### src/rtl/muldiv_hilo_if.sv
// Operand, HI/LO write and result bundle between execute-stage control and the multiply/divide unit.
interface muldiv_hilo_if;
   logic        start;
   logic [1:0]  op;
   logic [31:0] a;
   logic [31:0] b;
   logic        hi_we;
   logic        lo_we;
   logic [31:0] wd;
   logic        busy;
   logic        done;
   logic        div_by_zero;
   logic [31:0] hi;
   logic [31:0] lo;

   modport master (
      output start, op, a, b, hi_we, lo_we, wd,
      input  busy, done, div_by_zero, hi, lo
   );

   modport slave (
      input  start, op, a, b, hi_we, lo_we, wd,
      output busy, done, div_by_zero, hi, lo
   );
endinterface

### src/rtl/muldiv_hilo_unit.sv
// Iterative MULT/MULTU/DIV/DIVU into private HI/LO registers, 34-cycle start-to-done latency.
// Define MULDIV_SIGNED_EN for signed MULT/DIV; otherwise op[0] is ignored and all ops are unsigned.
//
// state  | meaning
// S_IDLE | waiting for start; MTHI/MTLO writes accepted
// S_RUN  | 32 shift-add / restoring shift-subtract steps
// S_FIX  | sign correction and HI/LO writeback
module muldiv_hilo_unit #(
   parameter int CYCLES = 32
) (
   input logic          clk,
   input logic          reset,
   muldiv_hilo_if.slave bus
);

   typedef enum logic [1:0] {S_IDLE = 2'd0, S_RUN = 2'd1, S_FIX = 2'd2} state_t;

   state_t      state, state_nx;
   logic        load, step, finish;
   logic [5:0]  count;
   logic [31:0] acc, lo_w, opnd, a_raw, hi_r, lo_r;
   logic        is_div, dz, done_r, dz_r;
   logic [31:0] a_abs, b_abs;
   logic [63:0] prod_fix;
   logic [31:0] quot_fix, rem_fix;
   logic [32:0] mul_sum, div_shift;
   logic [33:0] div_diff;

`ifdef MULDIV_SIGNED_EN
   logic sgn, neg_q, neg_r;

   assign sgn   = ~bus.op[0];
   assign a_abs = (sgn && bus.a[31]) ? -bus.a : bus.a;
   assign b_abs = (sgn && bus.b[31]) ? -bus.b : bus.b;

   // quotient/product sign from both operands, remainder sign from the dividend
   always_ff @(posedge clk) begin
      if (reset) begin
         neg_q <= 1'b0;
         neg_r <= 1'b0;
      end else if (load) begin
         neg_q <= sgn & (bus.a[31] ^ bus.b[31]);
         neg_r <= sgn & bus.a[31];
      end
   end

   assign prod_fix = neg_q ? -{acc, lo_w} : {acc, lo_w};
   assign quot_fix = neg_q ? -lo_w : lo_w;
   assign rem_fix  = neg_r ? -acc : acc;
`else
   logic unused_op0;

   assign unused_op0 = bus.op[0];
   assign a_abs      = bus.a;
   assign b_abs      = bus.b;
   assign prod_fix   = {acc, lo_w};
   assign quot_fix   = lo_w;
   assign rem_fix    = acc;
`endif

   assign mul_sum   = {1'b0, acc} + (lo_w[0] ? {1'b0, opnd} : 33'd0);
   assign div_shift = {acc, lo_w[31]};
   assign div_diff  = {1'b0, div_shift} - {2'b00, opnd};

   always_ff @(posedge clk) begin
      if (reset) state <= S_IDLE;
      else       state <= state_nx;
   end

   always_comb begin
      state_nx = state;
      load     = 1'b0;
      step     = 1'b0;
      finish   = 1'b0;
      case (state)
         S_IDLE: begin
            if (bus.start) begin
               load     = 1'b1;
               state_nx = S_RUN;
            end
         end
         S_RUN: begin
            step = 1'b1;
            if (count == 6'(CYCLES - 1)) state_nx = S_FIX;
         end
         S_FIX: begin
            finish   = 1'b1;
            state_nx = S_IDLE;
         end
         default: state_nx = S_IDLE;
      endcase
   end

   // acc:lo_w is partial product (multiply) or remainder:quotient (divide)
   always_ff @(posedge clk) begin
      if (reset) begin
         count  <= '0;
         acc    <= '0;
         lo_w   <= '0;
         opnd   <= '0;
         a_raw  <= '0;
         is_div <= 1'b0;
         dz     <= 1'b0;
         hi_r   <= '0;
         lo_r   <= '0;
         done_r <= 1'b0;
         dz_r   <= 1'b0;
      end else begin
         done_r <= finish;
         dz_r   <= finish & is_div & dz;
         if (load) begin
            a_raw  <= bus.a;
            is_div <= bus.op[1];
            dz     <= bus.op[1] && (bus.b == 32'd0);
            count  <= '0;
            acc    <= '0;
            if (bus.op[1]) begin
               lo_w <= a_abs;
               opnd <= b_abs;
            end else begin
               lo_w <= b_abs;
               opnd <= a_abs;
            end
         end
         if (step) begin
            count <= count + 6'd1;
            if (is_div) begin
               if (!div_diff[33]) begin
                  acc  <= div_diff[31:0];
                  lo_w <= {lo_w[30:0], 1'b1};
               end else begin
                  acc  <= div_shift[31:0];
                  lo_w <= {lo_w[30:0], 1'b0};
               end
            end else begin
               {acc, lo_w} <= {mul_sum, lo_w[31:1]};
            end
         end
         if (state == S_IDLE) begin
            if (bus.hi_we) hi_r <= bus.wd;
            if (bus.lo_we) lo_r <= bus.wd;
         end
         if (finish) begin
            if (!is_div) begin
               {hi_r, lo_r} <= prod_fix;
            end else if (dz) begin
               hi_r <= a_raw;
               lo_r <= '1;
            end else begin
               hi_r <= rem_fix;
               lo_r <= quot_fix;
            end
         end
      end
   end

   assign bus.busy        = (state != S_IDLE);
   assign bus.done        = done_r;
   assign bus.div_by_zero = dz_r;
   assign bus.hi          = hi_r;
   assign bus.lo          = lo_r;

endmodule

### src/flat_wrapper.sv
// flat-port wrapper written by rule: the top's interface ports become plain ports
module muldiv_hilo_unit_flat 
#(
   parameter int CYCLES = 32
)
  (clk, reset, bus_start, bus_op, bus_a, bus_b, bus_hi_we, bus_lo_we, bus_wd, bus_busy, bus_done, bus_div_by_zero, bus_hi, bus_lo);
  muldiv_hilo_if bus_i ();
  input logic clk;
  input logic reset;
  input wire logic [$bits(bus_i.start)-1:0] bus_start;
  input wire logic [$bits(bus_i.op)-1:0] bus_op;
  input wire logic [$bits(bus_i.a)-1:0] bus_a;
  input wire logic [$bits(bus_i.b)-1:0] bus_b;
  input wire logic [$bits(bus_i.hi_we)-1:0] bus_hi_we;
  input wire logic [$bits(bus_i.lo_we)-1:0] bus_lo_we;
  input wire logic [$bits(bus_i.wd)-1:0] bus_wd;
  output wire logic [$bits(bus_i.busy)-1:0] bus_busy;
  output wire logic [$bits(bus_i.done)-1:0] bus_done;
  output wire logic [$bits(bus_i.div_by_zero)-1:0] bus_div_by_zero;
  output wire logic [$bits(bus_i.hi)-1:0] bus_hi;
  output wire logic [$bits(bus_i.lo)-1:0] bus_lo;
  assign bus_i.start = bus_start;
  assign bus_i.op = bus_op;
  assign bus_i.a = bus_a;
  assign bus_i.b = bus_b;
  assign bus_i.hi_we = bus_hi_we;
  assign bus_i.lo_we = bus_lo_we;
  assign bus_i.wd = bus_wd;
  assign bus_busy = bus_i.busy;
  assign bus_done = bus_i.done;
  assign bus_div_by_zero = bus_i.div_by_zero;
  assign bus_hi = bus_i.hi;
  assign bus_lo = bus_i.lo;
  muldiv_hilo_unit #(.CYCLES(CYCLES)) u_core (.clk(clk), .reset(reset), .bus(bus_i));
endmodule
### config.mk
export PLATFORM = sky130hd
export DESIGN_NAME = muldiv_hilo_unit_flat
export DESIGN_NICKNAME = d
export VERILOG_FILES = /design/src/rtl/muldiv_hilo_if.sv /design/src/rtl/muldiv_hilo_unit.sv /design/src/flat_wrapper.sv
export SDC_FILE = /design/constraint.sdc
export NUM_CORES = 1
export LEC_CHECK = 0
export ABC_AREA = 1
export CAP_MARGIN = 20
export CORE_MARGIN = 5
export CORE_UTILIZATION = 24
export CTS_CLUSTER_SIZE = 40
export DETAILED_ROUTE_END_ITERATION = 6
export PLACE_DENSITY = 0.43
export SYNTH_ARGS = -nofsm -noshare
export SYNTH_HDL_FRONTEND = slang
export SYNTH_SLANG_ARGS = --single-unit
### constraint.sdc
create_clock -name clk -period 2.8 [get_ports clk]
set_input_delay 0.56 -clock clk [delete_from_list [all_inputs] [get_ports clk]]
set_output_delay 0.56 -clock clk [all_outputs]
set_load 0.02 [all_outputs]
## Word level (Yosys, flattened, before mapping)

Cells that the tools add are included.
Widths: inputs -> output; s select.

| storage, ports and cells | value |
|---|---|
| flip-flop bits (word level) | 204 |
| input bits | 103 |
| output and inout port bits | 67 |
| logic and storage cells | 63 |

| cells by class | value |
|---|---|
| add/sub/neg operators | 3 |
| equality and inequality tests | 5 |
| mux-type cells | 30 |
| bitwise gates (word level) | 2 |
| reductions and logical operators | 11 |

Operators by type and width:

| kind | count |
|---|---|
| $mux 32 | 20 |
| $sub 33x32->34 | 1 |
| $add 32x33->33 | 1 |
| $logic_not 32->1 | 1 |
| $mux 6 | 2 |
| $reduce_bool 2->1 | 5 |
| $add 6x1->6 const B | 1 |
| $eq 6x5->1 const B | 1 |
| $reduce_and 2->1 | 3 |
| $mux 1 | 5 |
| $mux 2 | 2 |
| $pmux 2 s2 | 1 |
| $and 1x1->1 | 2 |
| $eq 2x1->1 const B | 1 |
| $eq 2x2->1 const B | 1 |
| $logic_not 2->1 | 1 |
| $ne 2x1->1 const B | 1 |
| $ne 2x2->1 const B | 1 |
| $logic_and 1x1->1 | 1 |

## Longest topological paths before layout

Gate-level depths: netlist (run 1).

| depth | value |
|---|---|
| depth in word-level cells | 4 |
| gate-level depth with buffers | 21 |

## Worst setup path after synthesis (run 1)

OpenSTA, ideal clock, no wires.

| path | value |
|---|---|
| kind | flip-flop to flip-flop |
| start point | register u_core.lo_w[0] |
| end point | register u_core.acc[27] |
| arrival time | 2,446 ps |
| required time | 2,668 ps |
| slack | 222 ps |
| cell stages (with the launch flop) | 18 |
| buffers on the path | 2 |
| cell sequence | dfxtp_1 -> clkbuf_1 -> clkbuf_1 -> nand2_1 -> inv_1 -> ha_1 -> inv_1 -> fa_1 -> nor2_1 -> nor2_1 -> nor2_1 -> nor2_1 -> o21ai_0 -> nand2_1 -> nand3_1 -> nand3_1 -> nand3_1 -> a21oi_1 |

| on the way | value |
|---|---|
| longest elaborated chain between the ends | 4 |

RTL lines:

| what | RTL line | RTL |
|---|---|---|
| start, declared | muldiv_hilo_unit.sv:21 | `logic [31:0] acc, lo_w, opnd, a_raw, hi_r, lo_r;` |
| start signal, assigned | muldiv_hilo_unit.sv:118 | `lo_w <= a_abs;` |
| start signal, assigned | muldiv_hilo_unit.sv:121 | `lo_w <= b_abs;` |
| start signal, assigned | muldiv_hilo_unit.sv:130 | `lo_w <= {lo_w[30:0], 1'b1};` |
| $mux 32 | muldiv_hilo_unit.sv:61 | `assign mul_sum = {1'b0, acc} + (lo_w[0] ? {1'b0, opnd} : 33'd0);` |
| $add 32x33->33 | muldiv_hilo_unit.sv:61 |  |
| $mux 32 | muldiv_hilo_unit.sv:127 | `if (is_div) begin` |
| $mux 32 | muldiv_hilo_unit.sv:125 | `if (step) begin` |
| end signal, assigned | muldiv_hilo_unit.sv:129 | `acc <= div_diff[31:0];` |
| end signal, assigned | muldiv_hilo_unit.sv:132 | `acc <= div_shift[31:0];` |
| end signal, assigned | muldiv_hilo_unit.sv:136 | `{acc, lo_w} <= {mul_sum, lo_w[31:1]};` |
| end, declared | muldiv_hilo_unit.sv:21 |  |

Every way passes these cells.
A chain may end at the register's enable or synchronous reset.

## Worst setup path in the final report (run 1)

| path | value |
|---|---|
| start point | register u_core.opnd[22] |
| end point | register u_core.acc[5] |

| on the way | value |
|---|---|
| longest elaborated chain between the ends | 4 |

RTL lines:

| what | RTL line | RTL |
|---|---|---|
| start, declared | muldiv_hilo_unit.sv:21 |  |
| start signal, assigned | muldiv_hilo_unit.sv:119 | `opnd <= b_abs;` |
| start signal, assigned | muldiv_hilo_unit.sv:122 | `opnd <= a_abs;` |
| $sub 33x32->34 | muldiv_hilo_unit.sv:63 | `assign div_diff = {1'b0, div_shift} - {2'b00, opnd};` |
| $mux 32 | muldiv_hilo_unit.sv:128 | `if (!div_diff[33]) begin` |
| $mux 32 | muldiv_hilo_unit.sv:127 |  |
| $mux 32 | muldiv_hilo_unit.sv:125 |  |

Every way passes these cells.

==> results of run 1 <==
==> worst min-delay path, stage by stage <==
cell	delay (ns)
buf_2	0.18
nand2_1	0.09
a221oi_1	0.07
==> metrics by stage <==
step / std cells / setup slack [ns] / util, % / total power [mW]
final: 3310 / 0.143 / 30.5 / 9.36
after global routing: 3310 / 0.00791 / 30.5 / 9.82
after CTS: 3306 / 0.0766 / 30.3 / 9.41
after detailed placement: 3260 / 0.0914 / 28.8 / 5.86
after global placement: 3260 / 0.106 / 28.8 / 5.85
after floorplan: 2368 / 0.222 / - / 4.84
==> worst max path at each step <==
stage	endpoint	slack, ns	cells after the start
after CTS	u_core.acc[27]$_SDFFE_PP0P_	0.08	13
after global routing	u_core.acc[16]$_SDFFE_PP0P_	0.008	15
after floorplan	u_core.acc[27]$_SDFFE_PP0P_	0.22	17
after global placement	u_core.acc[27]$_SDFFE_PP0P_	0.11	13
after detailed placement	u_core.acc[27]$_SDFFE_PP0P_	0.09	13
final	u_core.acc[5]$_SDFFE_PP0P_	0.14	13
==> area by class of cell <==
type / count / area, um2
inverter: 342 / 1280
sequential: 204 / 4090
tap: 782 / 978
timing repair buffer: 236 / 2330
fill: 6763 / 42000
clock inverter: 11 / 133
multi-input combinational: 1700 / 8840
clock buffer: 35 / 736
==> flip-flops by register name, summed over array words and instances (netlist names) <==
name and count:
u_core.bus.done 1, u_core.opnd 32, u_core.dz 1, u_core.bus.lo 32, u_core.lo_w 32, u_core.a_raw 32, u_core.state 2, u_core.is_div 1
u_core.bus.div_by_zero 1, u_core.acc 32, u_core.bus.hi 32, u_core.count 6
==> cells by family (layout without fill, tap and decap cells) <==
logic type               Yosys count  count (layout)
AND/OR/NAND/NOR                  975             975
AO/OA/AOI/OAI                    637             637
buffers and inverters            464             624
flip-flops                       204             204
adder cells (fa/ha/maj)           67              67
XOR/XNOR                          21              21
==> routing by layer <==
layer | vias up | GRT usage, % | share of wire, %
li1 | 8108 | - | -
met1 | 7714 | 25.9 | 48
met2 | 440 | 30.3 | 46
met3 | 51 | 1.95 | 4.5
met4 | 0 | 2.97 | 1.6
met5 | - | 0 | 0
==> power breakdown <==
part / switching [mW] / internal [mW] / leakage (nW)
combinational: 1.59 / 0.938 / 6.21
sequential: 0.181 / 3.14 / 1.68
clock: 1.40 / 2.10 / 0.430
total: 3.17 / 6.18 / 8.32
==> layout by cell type, fill, tap and decap left out, types with 18 or more instances in the layout <==
master / netlist / routed
a21oi_1: 164 / 162
a221oi_1: 33 / 33
a31oi_1: 65 / 65
buf_4: 2 / 56
clkbuf_16: 0 / 27
clkdlybuf4s50_1: 0 / 166
dfxtp_1: 204 / 202
ha_1: 65 / 63
inv_1: 332 / 330
nand2_1: 561 / 558
nand3_1: 92 / 90
nand4_1: 28 / 28
nor2_1: 234 / 226
o21a_1: 28 / 28
o21ai_0: 264 / 263
o21bai_1: 18 / 18
o22ai_1: 23 / 23
==> repair_timing <==
action | 4_1_cts | 5_1_grt
setup buffers | 0 | 4
setup endpoints to repair | 0 | 30
endpoints found under the hold margin | 0 | 0
resized for setup | 0 | 21
==> flow_summary.yaml, run 1 <==
critical_path:
  regToRegEndpoint: "u_core.acc[5]$_SDFFE_PP0P_"
  r2r_setup_slack_ns: 0.14
  worstSetupEndpointType: "flip-flop"
  cp_slowest_cell: "ha_1"
  path_max_fanout: 20
  critPathLaunchType: "flip-flop"
  max_stage_delay_ns: 0.38
  cp_top_family: "compound AO/OA/AOI/OAI gates"
  worst-setup-path-type: "flip-flop to flip-flop"
  reg2regPathDepth: 13
  path_cells: "inv_1 -> ha_1 -> a21oi_1 -> o21bai_1 -> clkinv_1 -> nand2_1 -> a21oi_4 -> nand2_4 -> nor2_2 -> buf_12 -> nand2_1 -> o211ai_1 -> a21oi_1"
  r2r_start: "u_core.opnd[22]$_SDFFE_PP0P_"
  worst_ep_arrival_time_ns: 3.04
  crit_path_start: "u_core.opnd[22]$_SDFFE_PP0P_"
  path_buf_inv: 3
  cp.required_ns: 3.19
grt:
  grt_pass1_wl_um: 95600
  grt_max_degree: 99
  grt_pass1_vias: 15600
  track_usage_pct: 18.2
  antenna_found_initial: 0
  grt_overflow: 0
run:
  maxCapViolations: 0
floorplan:
  start_util_pct: 24.2
  coreArea_mm2: 0.0604
  chipWidth_um: 257
  ios: 170
  dieArea_mm2: 0.0659
  die_h_um: 257
  num_rows: 90
finish:
  layout-drive-gt1-share_pct: 6.49
  final_nets: 2680
  num_antenna_cells: 0
  area_growth_pct: 25.9
  final_area_mm2: 0.0184
power_and_ir_drop:
  ir_drop_uv: 418
  p_leak_nw: 8.32
  powerDensity_mw_per_mm2: 509
clock_network:
  clk_latency_ns: 0.55
  cts-root-buf: "clkbuf_16"
  htree_num_levels: 1
  cts_hold_buffers: 0
  cts_tree: "yes"
  cts_buffers: 26
  clkSinkCount: 204
  clkTransAtPathRegs_ns: 0.06
  cts_buffer_depth: 3
synthesis:
  yosysWarnings: 0
  ys_ff_latch: 204
  synth-compound-area-share_pct: 25.1
  synth_nets: 2538
  avgSynthCellArea_um2: 6.17
  yosys-top-cells-area: "dfxtp_1 (28%), nand2_1 (14%), o21ai_0 (9.1%)"
  synth_simple_gate_area_share_pct: 27.6
  synth-adder-area-share_pct: 5.85
  synthMuxAreaShare_pct: 0
  synth_top_family_by_area: "simple AND/OR/NAND/NOR gates"
  yosysTopAreaCell: "dfxtp_1"
  syn_area_mm2: 0.0146
  yosysMostFrequentCell: "nand2_1"
  synthXorXnorAreaFrac_pct: 1.26
  synth_top_area_share_pct: 28.0
  yosys-top-cells-count: "nand2_1 (561), inv_1 (332), o21ai_0 (264)"
  async_flop_share_pct: 0
  synth_cell_types: 46
  syn_inst: 2368
  ys.flop_type: "dfxtp_1"
  yosysSeqAreaShare_pct: 28.0
  synth_edf_count: 0
routing:
  drt-total-wl_um: 63300
  wl_per_cell_um: 19.1
  drc: 3
  dr.pass1.iters: 7
  vias_per_cell: 4.93
  final_antenna_net_count: 0
  vias: 16300
  drt_iter0_markers: 1301
sta:
  setup_viol: 0
  whs_ns: 0.411
  timing.fmax_ghz: 0.376
  post-route-period-util_pct: 94.9
  skew_ns: 0.0118
  finalHoldViolCount: 0
  slew_headroom_pct: 30.1
  min_period_ns: 2.66
  worstMarginPinSlew_ns: 1.05
  final_max_slew_viol_count: 0
  rsz0062_at_grt: "false"
  setup_tns_ns: 0
worst_hold_path:
  hold_start: "bus_op[1]"
  holdPathStages: 3
  hold_path_end: "u_core.opnd[19]$_SDFFE_PP0P_"
  hold_path.class: "input pin to flip-flop"
placed_design:
  post_dp_cell_area_mm2: 0.0174
  dp_hpwl_um: 48800
  gp_congestion: 0.919
  port_buffers: 168
run_status:
  run_status: "complete, but fails checks"
  violations: "DRC"
(Power assumes the default switching activity.)
==> run 2: changes to the inputs <==
- CORE_MARGIN: 5 -> not set
==> flow_summary.yaml, run 2 (synthesis gave the netlist of run 1 again) <==
critical_path:
  cp_slowest_cell: "dfxtp_1"
  regToRegEndpoint: "u_core.acc[23]$_SDFFE_PP0P_"
  cp.required_ns: 3.24
  crit_top_cell: "nand2_1"
  path_max_fanout: 11
  r2r_start: "u_core.lo_w[0]$_SDFFE_PP0P_"
  worstSetupEndpointType: "flip-flop"
  max_stage_delay_ns: 0.38
  r2r_setup_slack_ns: 0.09
  reg2regPathDepth: 15
  path_cells: "buf_12 -> nand2_1 -> inv_1 -> ha_1 -> nand2_1 -> nand2_1 -> nor2_2 -> nor2_1 -> o21ai_1 -> nand2_1 -> nand2_1 -> a21o_1 -> nand3_1 -> nand4_1 -> nand2_1"
  worst_ep_arrival_time_ns: 3.15
  critPathLaunchType: "flip-flop"
  worst-setup-path-type: "flip-flop to flip-flop"
floorplan:
  ios: 170
  start_util_pct: 24.2
  dieArea_mm2: 0.0618
  die_h_um: 249
  num_rows: 90
  chipWidth_um: 249
  coreArea_mm2: 0.0602
finish:
  layout_commonest_cell: "nand2_1"
  area_growth_pct: 28.3
  final_cell_mix: "nand2_1 (542), inv_1 (330), o21ai_0 (261)"
  layout-drive-gt1-share_pct: 9.07
  fin_cells: 3318
  multi_input_area_mm2: 0.00905
  final_nets: 2686
  fill_cells: 6705
  ff_latch_area_mm2: 0.00409
sta:
  skew_ns: 0.0213
  final_max_slew_viol_count: 0
  timing.fmax_ghz: 0.369
  min_period_ns: 2.71
  finalHoldViolCount: 0
  layout_setup_ws_ns: 0.0919
  setup_viol: 0
  slew_headroom_pct: 29.8
  rsz0062_at_grt: "true"
  post-route-period-util_pct: 96.7
  worstMarginPinSlew_ns: 1.05
  whs_ns: 0.461
power_and_ir_drop:
  p_leak_nw: 8.40
  power_frac_comb_pct: 27.4
  switching_share_pct: 34.0
  internal_power_mw: 6.25
  clockPowerShare_pct: 37.6
  seqPwrFrac_pct: 35.0
  switching_power_mw: 3.21
  ir_drop_uv: 340
  powerDensity_mw_per_mm2: 505
routing:
  final_antenna_net_count: 0
  vias_per_cell: 4.93
  drt-total-wl_um: 64400
  drt_iter0_markers: 1410
  vias: 16300
  dr.pass1.iters: 5
  drc: 0
  wl_per_cell_um: 19.4
placed_design:
  dp_cells: 3269
  port_buffers: 168
  dp_worst_setup_slack_ns: -0.00395
  gp_congestion: 0.907
  dp_hpwl_um: 49300
clock_network:
  clk_latency_ns: 0.56
  cts_tree: "yes"
  htree_num_levels: 1
  cts_buffer_depth: 3
  clkSinkCount: 204
  cts_buffers: 25
  cts-root-buf: "clkbuf_16"
  cts_hold_buffers: 0
  clkTransAtPathRegs_ns: 0.07
worst_hold_path:
  hold_path.class: "flip-flop to flip-flop"
  holdPathStages: 2
  hold_path_end: "u_core.a_raw[23]$_SDFFE_PP0P_"
  hold_start: "u_core.a_raw[23]$_SDFFE_PP0P_"
run_status:
  run_status: "finished, final reports clean"
grt:
  grt_overflow: 0
  grt_pass1_wl_um: 96000
  grt_pass1_vias: 15700
  grt_max_degree: 78
  track_usage_pct: 20.0
  antenna_found_initial: 3
run:
  maxCapViolations: 0
==> run 2: changes by cell type in the layout (fill, tap and decap cells not counted), sizes merged <==
cell      before  now
clkinvlp       1    2
inv          338  339
bufinv         3    4
clkinv        11   10
buf           70   76
diode          0    1
clkbuf        35   34
==> run 2: power by group through the flow <==
stage | logic (mW) | clock network, mW | registers (mW)
after detailed placement | 2.52 | 0 | 3.37
after global routing | 2.85 | 3.72 | 3.34
after CTS | 2.54 | 3.62 | 3.31
after floorplan | 1.44 | 0 | 3.41
final | 2.59 | 3.56 | 3.31
after global placement | 2.52 | 0 | 3.37
==> run 2: per-layer routing <==
layer | track usage [%] | up-vias | part of all wire [%]
li1 | - | 8122 | -
met3 | 2.02 | 64 | 4.2
met5 | 0 | - | 0
met1 | 28.1 | 7770 | 48
met2 | 32.7 | 389 | 46
met4 | 4.77 | 0 | 2.2
==> run 2: worst max-delay path: cells and delay by family (launching register included) <==
family,cells,cell delay [ns]
AOI/OAI and AO/OA,2,0.40
DFF,1,0.38
adders and majority gates,1,0.24
buffers and inverters,2,0.24
and+or+nand+nor,10,1.33
==> run 2: worst max path at each step <==
| stage | startpoint | to | slack (ns) | cells past startpoint |
|---|---|---|---|---|
| finish | u_core.lo_w[0]$_SDFFE_PP0P_ | u_core.acc[23]$_SDFFE_PP0P_ | 0.09 | 15 |
| global route | u_core.lo_w[0]$_SDFFE_PP0P_ | u_core.acc[31]$_SDFFE_PP0P_ | -0.02 | 18 |
| CTS | u_core.lo_w[0]$_SDFFE_PP0P_ | u_core.acc[15]$_SDFFE_PP0P_ | 0.007 | 16 |
| detailed placement | u_core.lo_w[0]$_SDFFE_PP0P_ | u_core.acc[15]$_SDFFE_PP0P_ | -0.004 | 14 |
| global placement | u_core.lo_w[0]$_SDFFE_PP0P_ | u_core.acc[15]$_SDFFE_PP0P_ | 0.009 | 14 |
| floorplan | u_core.lo_w[0]$_SDFFE_PP0P_ | u_core.acc[27]$_SDFFE_PP0P_ | 0.22 | 17 |
==> run 2: timing repair <==
item	in CTS	in global routing
gates resized for setup	1	86
pin swaps	0	5
endpoints found under the setup margin	1	23
cloned	0	1
setup buffers	0	1
==> run 2: area by class of cell <==
cell class	instances	share of cell area (%)
flip-flops and latches	204	21.8
inverters	342	6.86
clock inverters	13	0.948
repair buffers	243	13.1
multi-input cells	1700	48.3
diodes	1	0.0134
well taps	782	5.22
clock buffers	33	3.77
==> run 2: per-stage QoR <==
stage          area [um2]  power, mW  util, %  TNS [ns]
3_3_place_gp        17500       5.89     29.1         0
4_1_cts             18400       9.47     30.5         0
3_5_place_dp        17500       5.90     29.1  -0.00395
2_1_floorplan       14600       4.84        -         0
5_1_grt             18700       9.91     31.1   -0.0448
6_report            18700       9.46     31.1         0
